## config.mk

```make
export PLATFORM = sky130hd
export DESIGN_NAME = booth_encoder_stream
export DESIGN_NICKNAME = d
export VERILOG_FILES = /design/src/rtl/booth_pkg.sv /design/src/rtl/booth_group_encoder.sv /design/src/rtl/booth_encoder_stream.sv
export SDC_FILE = /design/constraint.sdc
export NUM_CORES = 1
export LEC_CHECK = 0
export ABC_AREA = 1
export CAP_MARGIN = 10
export CORE_MARGIN = 2
export CORE_UTILIZATION = 53
export CTS_BUF_LIST = sky130_fd_sc_hd__clkbuf_8 sky130_fd_sc_hd__clkbuf_16
export CTS_CLUSTER_SIZE = 28
export DETAILED_ROUTE_END_ITERATION = 10
export PLACE_DENSITY = 0.81
export SKIP_CTS_REPAIR_TIMING = 1
export SLEW_MARGIN = 10
export SYNTH_ARGS = -nofsm -noshare
export SYNTH_HDL_FRONTEND = slang
export SYNTH_SLANG_ARGS = --single-unit
```

## constraint.sdc

```tcl
create_clock -name clk -period 3.48 [get_ports clk]
set_input_delay 0.696 -clock clk [delete_from_list [all_inputs] [get_ports clk]]
set_output_delay 0.696 -clock clk [all_outputs]
set_load 0.02 [all_outputs]
```

## src/rtl/booth_pkg.sv

```systemverilog
// Shared Booth radix-8 definitions for the encoder and selector units.
// Code layout is {neg, x4, x3, x2, x1}; zero never carries the neg bit.
package booth_pkg;

    localparam int WIDTH    = 24;
    localparam int N_GROUPS = 8;

    typedef logic [4:0] beu_code_t;

    localparam beu_code_t BEU_ZERO = 5'b00000;
    localparam beu_code_t BEU_P1   = 5'b00001;
    localparam beu_code_t BEU_P2   = 5'b00010;
    localparam beu_code_t BEU_P3   = 5'b00100;
    localparam beu_code_t BEU_P4   = 5'b01000;
    localparam beu_code_t BEU_N1   = 5'b10001;
    localparam beu_code_t BEU_N2   = 5'b10010;
    localparam beu_code_t BEU_N3   = 5'b10100;
    localparam beu_code_t BEU_N4   = 5'b11000;

endpackage

```

## src/rtl/booth_group_encoder.sv

```systemverilog
// Combinational radix-8 Booth encoder for one 4-bit overlapping group.
// Group value is -4*g[3] + 2*g[2] + g[1] + g[0].
module booth_group_encoder
    import booth_pkg::*;
(
    input  logic [3:0] grp,
    output beu_code_t  code
);

    // Map the group bits straight to the one-hot magnitude plus sign code.
    always_comb begin
        code = BEU_ZERO;
        unique case (grp)
            4'b0000: code = BEU_ZERO;
            4'b0001: code = BEU_P1;
            4'b0010: code = BEU_P1;
            4'b0011: code = BEU_P2;
            4'b0100: code = BEU_P2;
            4'b0101: code = BEU_P3;
            4'b0110: code = BEU_P3;
            4'b0111: code = BEU_P4;
            4'b1000: code = BEU_N4;
            4'b1001: code = BEU_N3;
            4'b1010: code = BEU_N3;
            4'b1011: code = BEU_N2;
            4'b1100: code = BEU_N2;
            4'b1101: code = BEU_N1;
            4'b1110: code = BEU_N1;
            4'b1111: code = BEU_ZERO;
            default: code = BEU_ZERO;
        endcase
    end

endmodule

```

## src/rtl/booth_encoder_stream.sv

```systemverilog
// Streams the 8 Booth codes of a latched 24-bit multiplier, one per beat.
// Optional BOOTH_PACKED_OUT_EN adds a registered all-groups code vector.
module booth_encoder_stream
    import booth_pkg::*;
(
    input  logic             clk,
    input  logic             rst,
    input  logic             in_valid,
    output logic             in_ready,
    input  logic [WIDTH-1:0] y,
    output logic             out_valid,
    input  logic             out_ready,
    output beu_code_t        out_code,
    output logic [2:0]       out_idx,
    output logic             out_last,
    output logic             busy
`ifdef BOOTH_PACKED_OUT_EN
    ,
    output beu_code_t [N_GROUPS-1:0] beu_all,
    output logic                     beu_all_valid
`endif
);

    localparam logic [0:0] IDLE = 1'b0;
    localparam logic [0:0] RUN  = 1'b1;

    logic [0:0]       state;
    logic [2:0]       cnt;
    logic [WIDTH-1:0] y_q;
    logic [WIDTH:0]   y_ext;
    logic [3:0]       grps [N_GROUPS];
    beu_code_t        cur_code;
    logic             accept;
    logic             xfer;
    logic             last_xfer;

    assign accept    = (state == IDLE) && in_valid;
    assign xfer      = (state == RUN) && out_ready;
    assign last_xfer = xfer && (cnt == 3'd7);

    // Control FSM, group counter and operand latch.
    always_ff @(posedge clk) begin
        if (rst) begin
            state <= IDLE;
            cnt   <= 3'd0;
            y_q   <= '0;
        end else begin
            unique case (state)
                IDLE: begin
                    if (in_valid) begin
                        y_q   <= y;
                        cnt   <= 3'd0;
                        state <= RUN;
                    end
                end
                RUN: begin
                    if (out_ready) begin
                        cnt <= cnt + 3'd1;
                        if (cnt == 3'd7) state <= IDLE;
                    end
                end
                default: state <= IDLE;
            endcase
        end
    end

    assign y_ext = {y_q, 1'b0};

    // Split the latched operand into overlapping 4-bit groups.
    always_comb begin
        for (int i = 0; i < N_GROUPS; i++) begin
            grps[i] = y_ext[3*i +: 4];
        end
    end

    booth_group_encoder u_enc (
        .grp  (grps[cnt]),
        .code (cur_code)
    );

    assign busy      = (state == RUN);
    assign in_ready  = (state == IDLE);
    assign out_valid = busy;
    assign out_idx   = cnt;
    assign out_last  = busy && (cnt == 3'd7);
    assign out_code  = busy ? cur_code : BEU_ZERO;

`ifdef BOOTH_PACKED_OUT_EN
    logic [WIDTH:0] in_ext;
    beu_code_t      all_codes [N_GROUPS];

    assign in_ext = {y, 1'b0};

    for (genvar g = 0; g < N_GROUPS; g++) begin : g_all
        booth_group_encoder u_enc_all (
            .grp  (in_ext[3*g +: 4]),
            .code (all_codes[g])
        );
    end

    // Capture every group code at acceptance; valid for the whole run.
    always_ff @(posedge clk) begin
        if (rst) begin
            beu_all       <= '0;
            beu_all_valid <= 1'b0;
        end else if (accept) begin
            for (int i = 0; i < N_GROUPS; i++) begin
                beu_all[i] <= all_codes[i];
            end
            beu_all_valid <= 1'b1;
        end else if (last_xfer) begin
            beu_all_valid <= 1'b0;
        end
    end
`else
    logic unused_ok;
    assign unused_ok = accept ^ last_xfer;
`endif

endmodule
```

==> results by group <==
Power and ir drop
  – Switching Share: 27.0%
  – PD cells: 390 nW/µm²
  – Int Pwr: 0.578 mW
  – Design Power: 0.792 mW
  – Leakage power: 0.892 nW
  – VDD IR max: 0.318 mV
  – Combinational Power Share: 22.8%
  – Net load switching power: 0.214 mW
  – Power share of the clock group: 32.1%
  – Part of the power in registers: 45.1%

STA
  – Setup violators final: 0
  – Crit share post-route: 93.4%
  – Slew Limit Fails: 0
  – Max-slew headroom: 62.2%
  – Final worst path period need: 3250 ps
  – Fin. Hold Viols: 0
  – Maximum clock frequency: 308 MHz
  – Worst-margin pin slew: 566 ps
  – Worst-case clock skew: 3.79 ps
  – RSZ-0062 raised after global routing: no
  – Post-Route Setup TNS: 0 ps

Drt
  – Post-route ant nets: 0
  – Violation count after the first detailed-route iteration: 41
  – Residual DRC count: 0
  – Vias: 1,490
  – First-pass DRT Iterations: 4
  – Via density: 5.07
  – Routed wire length: 3.28 mm
  – Drt wl/cell: 11.2 µm

Clock network
  – Num CTS Buffers: 3
  – Clk Latency, worst-skew pair: 270 ps
  – Clk sinks: 28
  – H-Tree Depth: 1
  – Clock-pin transition on the worst setup and hold timing paths: 90 ps
  – Root buffer cell: clkbuf_8
  – Clock Path Buffers: 2
  – CTS tree: built

Worst setup path
  – Crit-path max cell delay: 590 ps
  – CP cell instances: inv_1 > o21ai_1 > o22ai_2 > inv_1 > o21ai_2 > inv_2 > ha_1 > inv_1 > nor2_2 > nand2_1 > nand2_1 > clkdlybuf4s50_1
  – Cells on worst reg2reg path: 4
  – CP Max Fanout: 13
  – Crit Path Category: register to output port
  – CP Launch Type: register
  – CP Buf/Inv Count: 5
  – Crit end category: output port
  – Crit path depth: 12
  – Slowest CP cell: clkdlybuf4s50_1
  – WP data required: 2780 ps
  – CP delay by family, top: buffers and inverters
  – Worst EP arrival: 2550 ps
  – Cell mode on critical path: inv_1

Global route
  – Initial antenna violation count: 0
  – Number of global-route vias before repair: 1,297
  – Largest net degree at the start of global routing: 41
  – Tot GR Track Use: 21.6%
  – GR Overflow Total: 0
  – First-pass GRT wire length: 5.74 mm

Layout
  – Commonest non-fill, non-tap cell in the layout: nand2_1
  – Util after Layout: 68.3%
  – Most frequent cells in the layout: nand2_1, clkdlybuf4s50_1, inv_1
  – Share of layout cells above drive strength 1: 12.6%
  – Antenna cells: 0
  – Design area: 2030 µm²
  – Area Overhead vs Synth: 25.8%
  – Fin cells: 294
  – Fin nets: 294

Yosys
  – Post-synthesis sequential area ratio: 34.7%
  – Mean Syn Cell Area: 7.06 µm²
  – Post-Syn Instances: 229
  – Ys Warns: 0
  – Total nets after synthesis: 261
  – Post-Syn Area: 1620 µm²
  – Register bit total from synthesis: 28
  – Yosys cell types: 30

Placed design
  – GP Congestion: 0.849
  – DPL Wire Length: 2.31 mm
  – Placed cells: 290
  – Port Buffer Count: 39
  – Area after DPL: 1960 µm²

Outcome
  – Outcome: complete, no violations

Min path
  – Hold path cells: 2
  – HP Class: register to register

Floorplan
  – Cell row count: 20
  – Ports: 40
  – Die area: 3510 µm²
  – Die height: 59.2 µm
  – Initial core utilization: 54.3%
  – Die width: 59.2 µm
  – Core Box Area: 2980 µm²

Job
  – Max cap viols: 0
[synth_stat cells (all sizes together)]
library cell | number | area share [%]
a211oi | 1 | 0.46
o21ai | 34 | 11
a221oi | 1 | 0.54
nor2 | 33 | 9.5
dfxtp | 28 | 35
o32ai | 1 | 1.0
o22ai | 2 | 1.2
buf | 6 | 3.9
nand2 | 49 | 13
inv | 32 | 7.6
clkbuf | 6 | 2.2
ha | 4 | 3.1
a21oi | 20 | 6.2
nand3 | 12 | 5.3
[path summary, 6_finish.rpt]
path,start,end,slack (ps)
setup / recovery,out_idx[1]$_SDFFE_PP0P_,out_code[0],230
hold / removal,y_q[23]$_SDFFE_PP0P_,y_q[23]$_SDFFE_PP0P_,470
setup reg to reg,busy$_SDFF_PP0_,y_q[2]$_SDFFE_PP0P_,1950
hold reg to reg,y_q[23]$_SDFFE_PP0P_,y_q[23]$_SDFFE_PP0P_,470
[state kept, by name (all words and copies together) (netlist names)]
name,cells
y_q,24
busy,1
out_idx,3
[layer usage]
metal / global-route usage (%) / part of all wire [%] / vias up
li1: - / - / 794
met1: 27.7 / 50 / 653
met2: 33.8 / 45 / 37
met3: 3.28 / 3.1 / 6
met4: 13.6 / 2.5 / 0
met5: 0 / 0 / -
[logic make-up (layout without fill, tap and decap cells)]
logic type / after synthesis / count (layout) / synth area share (%)
adder cells (fa/ha/maj): 4 / 4 / 3.10
AO/OA/AOI/OAI: 59 / 59 / 20.4
buffers and inverters: 44 / 76 / 13.7
flip-flops: 28 / 28 / 34.7
AND/OR/NAND/NOR: 94 / 94 / 28.2
[worst reg2reg max path: stages (launching register included)]
cell and delay [ps]:
dfxtp_1 490, nor2_4 120, inv_2 440, o21ai_0 220, a21oi_1 200
[through the flow]
step                setup WS, ps  hold WS, ps
floorplan                    933          429
detailed placement           334          455
CTS                        -6.17          468
global route                29.3          494
global placement             384          446
finish                       231          467
[power by group through the flow]
stage | Combinational [mW] | Sequential (mW) | Clock [mW]
floorplan | 0.125 | 0.362 | 0
global placement | 0.177 | 0.364 | 0
detailed placement | 0.179 | 0.364 | 0
CTS | 0.182 | 0.357 | 0.257
global route | 0.205 | 0.360 | 0.268
finish | 0.181 | 0.357 | 0.254
[final cells by class]
class | instances | area (µm²)
sequential | 28 | 566
timing repair buffer | 40 | 398
inverter | 32 | 123
multi-input combinational | 157 | 835
tap | 33 | 41.3
clock buffer | 3 | 41.3
clock inverter | 1 | 30.0
fill | 243 | 945
Note: power is estimated with default switching activity, not from simulation.
